**config.mk**
```make
export PLATFORM = sky130hd
export DESIGN_NAME = konami2_bus_initiator_flat
export DESIGN_NICKNAME = d
export VERILOG_FILES = /design/src/rtl/konami2_bus_initiator_if.sv /design/src/rtl/konami2_bus_initiator.sv /design/src/flat_wrapper.sv
export SDC_FILE = /design/constraint.sdc
export NUM_CORES = 1
export LEC_CHECK = 0
export CAP_MARGIN = 20
export CORE_ASPECT_RATIO = 0.75
export CORE_UTILIZATION = 60
export CTS_CLUSTER_DIAMETER = 120
export DETAILED_ROUTE_END_ITERATION = 8
export DONT_BUFFER_PORTS = 1
export PLACE_DENSITY = 0.76
export REMOVE_ABC_BUFFERS = 1
export SYNTH_ARGS = -nofsm -noshare
export SYNTH_HDL_FRONTEND = slang
export SYNTH_SLANG_ARGS = --single-unit
```
**constraint.sdc**
```tcl
create_clock -name SYSCLK -period 2 [get_ports SYSCLK]
set_input_delay 0.4 -clock SYSCLK [delete_from_list [all_inputs] [get_ports SYSCLK]]
set_output_delay 0.4 -clock SYSCLK [all_outputs]
set_load 0.05 [all_outputs]
```
**src/rtl/konami2_bus_initiator_if.sv**
```systemverilog
// Request and bus-side signals of the Konami-2 initiator, as one bundle.
// The master modport is the initiator; the slave modport is the requester plus responder side.
interface konami2_bus_initiator_if #(
    parameter int ADDR_W = 16,
    parameter int DATA_W = 8
);
    logic              REQ;
    logic              REQ_WE;
    logic [ADDR_W-1:0] REQ_ADDR;
    logic              REQ_BK4;
    logic [DATA_W-1:0] REQ_WDATA;
    logic              ACK;
    logic [DATA_W-1:0] RDATA;
    logic              TOUT;
    logic              AS;
    logic [ADDR_W-1:0] ADR;
    logic              BK4;
    logic              RW;
    logic [DATA_W-1:0] DOUT;
    logic              DOE;
    logic [DATA_W-1:0] DIN;
    logic              DTAC;

    modport master (
        input  REQ, REQ_WE, REQ_ADDR, REQ_BK4, REQ_WDATA, DIN, DTAC,
        output ACK, RDATA, TOUT, AS, ADR, BK4, RW, DOUT, DOE
    );

    modport slave (
        output REQ, REQ_WE, REQ_ADDR, REQ_BK4, REQ_WDATA, DIN, DTAC,
        input  ACK, RDATA, TOUT, AS, ADR, BK4, RW, DOUT, DOE
    );
endinterface

```
**src/rtl/konami2_bus_initiator.sv**
```systemverilog
// Konami-2 bus initiator: runs one AS/DTAC cycle per request, advancing only on CK12_CE ticks.
// Define KONAMI2_INIT_TIMEOUT_EN to bound WAIT and RELEASE with a tick counter (sets TOUT).
module konami2_bus_initiator #(
    parameter int ADDR_W        = 16,
    parameter int DATA_W        = 8,
    parameter int TIMEOUT_TICKS = 255
) (
    input  logic SYSCLK,
    input  logic RESET,
    input  logic CK12_CE,
    konami2_bus_initiator_if.master bus
);
    typedef enum logic [1:0] {S_IDLE, S_SETUP, S_WAIT, S_RELEASE} state_e;

    if (TIMEOUT_TICKS < 1) begin : g_bad_timeout
        $error("TIMEOUT_TICKS must be at least 1");
    end

    state_e            state_q, state_d;
    logic              as_q, as_d;
    logic              rw_q, rw_d;
    logic              bk4_q, bk4_d;
    logic              doe_q, doe_d;
    logic              ack_q, ack_d;
    logic [ADDR_W-1:0] adr_q, adr_d;
    logic [DATA_W-1:0] dout_q, dout_d;
    logic [DATA_W-1:0] rdata_q, rdata_d;

`ifdef KONAMI2_INIT_TIMEOUT_EN
    localparam int               CNT_W    = $clog2(TIMEOUT_TICKS + 1);
    localparam logic [CNT_W-1:0] CNT_LAST = CNT_W'(TIMEOUT_TICKS - 1);

    logic [CNT_W-1:0] cnt_q, cnt_d;
    logic             tout_q, tout_d;
    logic             expired;

    // Counter holds ticks already spent in the state, so this is the TIMEOUT_TICKS-th tick.
    assign expired = (cnt_q == CNT_LAST);
`endif

    always_comb begin
        state_d = state_q;
        as_d    = as_q;
        rw_d    = rw_q;
        bk4_d   = bk4_q;
        doe_d   = doe_q;
        adr_d   = adr_q;
        dout_d  = dout_q;
        rdata_d = rdata_q;
        ack_d   = 1'b0;
`ifdef KONAMI2_INIT_TIMEOUT_EN
        cnt_d   = cnt_q;
        tout_d  = tout_q;
`endif
        if (CK12_CE) begin
            unique case (state_q)
                S_IDLE: begin
                    if (bus.REQ) begin
                        adr_d   = bus.REQ_ADDR;
                        bk4_d   = bus.REQ_BK4;
                        rw_d    = ~bus.REQ_WE;
                        dout_d  = bus.REQ_WDATA;
                        state_d = S_SETUP;
`ifdef KONAMI2_INIT_TIMEOUT_EN
                        tout_d  = 1'b0;
`endif
                    end
                end
                // DTAC is not looked at here: a level left low by the previous cycle is stale.
                S_SETUP: begin
                    as_d    = 1'b0;
                    doe_d   = ~rw_q;
                    state_d = S_WAIT;
`ifdef KONAMI2_INIT_TIMEOUT_EN
                    cnt_d   = '0;
`endif
                end
                S_WAIT: begin
                    if (!bus.DTAC) begin
                        if (rw_q) rdata_d = bus.DIN;
                        as_d    = 1'b1;
                        state_d = S_RELEASE;
`ifdef KONAMI2_INIT_TIMEOUT_EN
                        cnt_d   = '0;
                    end else if (expired) begin
                        if (rw_q) rdata_d = '1;
                        as_d    = 1'b1;
                        tout_d  = 1'b1;
                        state_d = S_RELEASE;
                        cnt_d   = '0;
                    end else begin
                        cnt_d   = cnt_q + 1'b1;
`endif
                    end
                end
                // AS is already high; DOE and ADR stay put until the responder lets go of DTAC.
                S_RELEASE: begin
                    if (bus.DTAC) begin
                        doe_d   = 1'b0;
                        ack_d   = 1'b1;
                        state_d = S_IDLE;
`ifdef KONAMI2_INIT_TIMEOUT_EN
                    end else if (expired) begin
                        doe_d   = 1'b0;
                        ack_d   = 1'b1;
                        tout_d  = 1'b1;
                        state_d = S_IDLE;
                    end else begin
                        cnt_d   = cnt_q + 1'b1;
`endif
                    end
                end
            endcase
        end
    end

    always_ff @(posedge SYSCLK) begin
        if (RESET) begin
            state_q <= S_IDLE;
            as_q    <= 1'b1;
            rw_q    <= 1'b1;
            bk4_q   <= 1'b0;
            doe_q   <= 1'b0;
            ack_q   <= 1'b0;
            adr_q   <= '0;
            dout_q  <= '0;
            rdata_q <= '0;
`ifdef KONAMI2_INIT_TIMEOUT_EN
            cnt_q   <= '0;
            tout_q  <= 1'b0;
`endif
        end else begin
            state_q <= state_d;
            as_q    <= as_d;
            rw_q    <= rw_d;
            bk4_q   <= bk4_d;
            doe_q   <= doe_d;
            ack_q   <= ack_d;
            adr_q   <= adr_d;
            dout_q  <= dout_d;
            rdata_q <= rdata_d;
`ifdef KONAMI2_INIT_TIMEOUT_EN
            cnt_q   <= cnt_d;
            tout_q  <= tout_d;
`endif
        end
    end

    assign bus.AS    = as_q;
    assign bus.ADR   = adr_q;
    assign bus.BK4   = bk4_q;
    assign bus.RW    = rw_q;
    assign bus.DOUT  = dout_q;
    assign bus.DOE   = doe_q;
    assign bus.ACK   = ack_q;
    assign bus.RDATA = rdata_q;
`ifdef KONAMI2_INIT_TIMEOUT_EN
    assign bus.TOUT  = tout_q;
`else
    assign bus.TOUT  = 1'b0;
`endif
endmodule

```
**src/flat_wrapper.sv**
```systemverilog
// flat-port wrapper written by rule: the top's interface ports become plain ports
module konami2_bus_initiator_flat 
#(
    parameter int ADDR_W        = 16,
    parameter int DATA_W        = 8,
    parameter int TIMEOUT_TICKS = 255
)
  (SYSCLK, RESET, CK12_CE, bus_REQ, bus_REQ_WE, bus_REQ_ADDR, bus_REQ_BK4, bus_REQ_WDATA, bus_DIN, bus_DTAC, bus_ACK, bus_RDATA, bus_TOUT, bus_AS, bus_ADR, bus_BK4, bus_RW, bus_DOUT, bus_DOE);
  konami2_bus_initiator_if #(.ADDR_W(ADDR_W), .DATA_W(DATA_W)) bus_i ();
  input  logic SYSCLK;
  input  logic RESET;
  input  logic CK12_CE;
  input wire logic [$bits(bus_i.REQ)-1:0] bus_REQ;
  input wire logic [$bits(bus_i.REQ_WE)-1:0] bus_REQ_WE;
  input wire logic [$bits(bus_i.REQ_ADDR)-1:0] bus_REQ_ADDR;
  input wire logic [$bits(bus_i.REQ_BK4)-1:0] bus_REQ_BK4;
  input wire logic [$bits(bus_i.REQ_WDATA)-1:0] bus_REQ_WDATA;
  input wire logic [$bits(bus_i.DIN)-1:0] bus_DIN;
  input wire logic [$bits(bus_i.DTAC)-1:0] bus_DTAC;
  output wire logic [$bits(bus_i.ACK)-1:0] bus_ACK;
  output wire logic [$bits(bus_i.RDATA)-1:0] bus_RDATA;
  output wire logic [$bits(bus_i.TOUT)-1:0] bus_TOUT;
  output wire logic [$bits(bus_i.AS)-1:0] bus_AS;
  output wire logic [$bits(bus_i.ADR)-1:0] bus_ADR;
  output wire logic [$bits(bus_i.BK4)-1:0] bus_BK4;
  output wire logic [$bits(bus_i.RW)-1:0] bus_RW;
  output wire logic [$bits(bus_i.DOUT)-1:0] bus_DOUT;
  output wire logic [$bits(bus_i.DOE)-1:0] bus_DOE;
  assign bus_i.REQ = bus_REQ;
  assign bus_i.REQ_WE = bus_REQ_WE;
  assign bus_i.REQ_ADDR = bus_REQ_ADDR;
  assign bus_i.REQ_BK4 = bus_REQ_BK4;
  assign bus_i.REQ_WDATA = bus_REQ_WDATA;
  assign bus_i.DIN = bus_DIN;
  assign bus_i.DTAC = bus_DTAC;
  assign bus_ACK = bus_i.ACK;
  assign bus_RDATA = bus_i.RDATA;
  assign bus_TOUT = bus_i.TOUT;
  assign bus_AS = bus_i.AS;
  assign bus_ADR = bus_i.ADR;
  assign bus_BK4 = bus_i.BK4;
  assign bus_RW = bus_i.RW;
  assign bus_DOUT = bus_i.DOUT;
  assign bus_DOE = bus_i.DOE;
  konami2_bus_initiator #(.ADDR_W(ADDR_W), .DATA_W(DATA_W), .TIMEOUT_TICKS(TIMEOUT_TICKS)) u_core (.SYSCLK(SYSCLK), .RESET(RESET), .CK12_CE(CK12_CE), .bus(bus_i));
endmodule
```
==> results.toml <==
[synthesis]
synthSimpleGateAreaFrac_pct = 20.9
synth_area_per_cell_sq_um = 8.47
synth_seq_cells = 39
synthTopCellsByArea = "dfxtp_1 49%, nand2_1 16%, a21oi_1 11%, ha_1 5.5%, o311ai_4 1.7%"
synth_edf_count = 0
ys_types = 27
synthXorXnorAreaFrac_pct = 0
synth_top_family_by_area = "simple AND/OR/NAND/NOR gates"
synth_compound_area_share_pct = 17.1
seq_area_frac_synth_pct = 49.3
synthArstFlopShare_pct = 0
synth.area.mux_share_pct = 0.948
post-synth-top-area-fraction_pct = 49.3
yosysTopAreaCell = "dfxtp_1"
yosys.area_share.adder_pct = 5.53
syn_inst = 187
synthFlopType = "dfxtp_1"
netlist_area_sq_um = 1580
synth_warnings = 0

[worst_setup_path]
crit_type = "reg -> reg"
required_ns = 2.22
cp_slowest_cell = "dfxtp_1"
cp_max_fo = 5
cp_cell_sequence = "inv_1, ha_1, mux2_4, o311ai_4, o41ai_2"
worstSetupEndpointType = "flop"
r2r_slack_ns = 0.30
critPathArrivalTime_ns = 1.92
critPathMaxStageDelay_ns = 0.48
startpoint_type = "flop"

[cells_and_area]
final_cell_mix = "69 x nand2_1, 39 x dfxtp_1, 36 x a21oi_1, 7 x ha_1"
area_growth_pct = 3.87
drive_gt1_share_pct = 8.70
fin_util_pct = 68.5
final_cells = 218
final_nets = 229
nFillCells = 203
stdcell_area_sq_um = 1650
n_antenna_cell = 0
final_common_cell = "nand2_1"

[placement]
place_congestion = 0.839
postPlaceCellArea_sq_um = 1560
hpwlAfterDp_mm = 2.33
dp_slack_ns = 0.173
io_buffers = 0
place.detailed.instances = 210

[clock_tree]
cts_resized = 0
cts_tree = "yes"
worst_skew_pair.late_latency_ns = 0.33
cts_sinks = 39
clockBufferDepth = 2
clk_pin_slew_worst_paths_ns = 0.11
cts_root_buf = "clkbuf_4"
hold_buffers = 0
numCtsBuffers = 5
htreeDepth = 2
post_cts_buffers = 0

[timing]
post-route-period-util_pct = 85.0
hold_violations = 0
finalSetupTns_ns = 0
rsz0062_at_grt = "no"
period_needed_ns = 1.70
fmax_ghz = 0.589
skew_ns = 0.00513
worst_slew_pin_slew_ns = 0.545
fin_ws_ns = 0.301
maxSlewViolCount = 0
slew_headroom_pct = 63.6
setup_viol = 0

[grt]
grt_pass1_wl_mm = 4.61
antenna_found_initial = 0
grt_pass1_vias = 1108
grt.total_usage_pct = 23.1
grt_max_degree = 36
overflow = 0

[floorplan]
ioPinCount = 77
die_y_um = 46.5
dieArea_sq_um = 2850
start_util_pct = 65.9
core_sq_um = 2400
rows = 15
dieWidth_um = 61.3

[routing]
vias_per_cell = 5.67
detail_route.wl_per_cell_um = 14.8
drtIter0Drc = 47
route.detailed.drc = 0
via_count = 1235
wirelength_mm = 3.23
first_pass_iters = 4
antenna_left = 0

[pwr]
cellPowerDensity_nw_per_um2 = 1010
peakVddDrop_v = 0.000548
leakage_nw = 0.616

[outcome]
status = "completed"

[flow_run]
max_cap_viol_count = 0

[worst_hold_path]
min_path_type = "in -> reg"
## sequential cells by signal, indices dropped and copies added (netlist names)
signal / flops
u_core.bus.RW: 1
u_core.state_q: 2
u_core.bus.DOE: 1
u_core.bus.AS: 1
u_core.bus.DOUT: 8
u_core.bus.ACK: 1
u_core.bus.ADR: 16
u_core.bus.RDATA: 8
u_core.bus.BK4: 1
## path summary, 6_finish.rpt
kind / startpoint / endpoint / cells past startpoint
setup / recovery: u_core.state_q[0]$_SDFFE_PP0P_ / u_core.state_q[0]$_SDFFE_PP0P_ / 5
hold / removal: RESET / u_core.bus.ADR[2]$_SDFFE_PP0P_ / 1
setup reg to reg: u_core.state_q[0]$_SDFFE_PP0P_ / u_core.state_q[0]$_SDFFE_PP0P_ / 5
hold reg to reg: u_core.state_q[1]$_SDFFE_PP0P_ / u_core.state_q[1]$_SDFFE_PP0P_ / 2
## critical path, delay by kind of cell, from the launching register on
kind                     cells  cell delay, ns
flip-flops                   1            0.48
AO/OA/AOI/OAI                2            0.40
multiplexers                 1            0.31
adder cells (fa/ha/maj)      1            0.25
buffers and inverters        1            0.15
## metal layers
layer | share of wire, % | vias up | track usage (%)
met5 | 0 | - | 0
met1 | 39 | 564 | 23.2
li1 | - | 610 | -
met4 | 1.2 | 0 | 8.00
met2 | 51 | 57 | 41.7
met3 | 9.6 | 4 | 11.8
## synth_stat cells, types with 2 or more instances
library cell and instances:
buf_6 2, buf_2 4, buf_4 3, nor2_1 2
ha_1 7, dfxtp_1 39, inv_1 5, a21oi_1 36
nand2_1 69, clkbuf_1 3
## power breakdown
group / switching (mW) / internal (mW) / total, mW
registers: 0.157 / 0.818 / 0.975
clock network: 0.241 / 0.295 / 0.536
logic: 0.0957 / 0.0533 / 0.149
total: 0.493 / 1.17 / 1.66
## cell type report
| class | count | area, sq um | share of cell area [%] |
|---|---|---|---|
| inverters | 5 | 18.8 | 1.14 |
| clock inverters | 2 | 35.0 | 2.13 |
| repair buffers | 1 | 7.51 | 0.456 |
| clock buffers | 6 | 51.3 | 3.12 |
| well taps | 34 | 42.5 | 2.59 |
| multi-input cells | 131 | 709 | 43.1 |
| flip-flops and latches | 39 | 781 | 47.5 |
## logic make-up (layout without fill, tap and decap cells)
logic type                 count (synthesis)  in the layout
and+or+nand+nor                           79             79
AOI/OAI and AO/OA                         43             43
DFF                                       39             39
buffers and inverters                     17             14
adders and majority gates                  7              7
other                                      1              1
muxes                                      1              1
## metrics by stage
stage                     power [mW]  hold slack [ns]
final                           1.66            0.121
after floorplan                 1.10            0.469
after global routing            1.74           0.0816
after CTS                       1.68            0.102
after detailed placement        1.14            0.475
after global placement          1.13            0.472
Note: power is estimated with default switching activity, not from simulation.
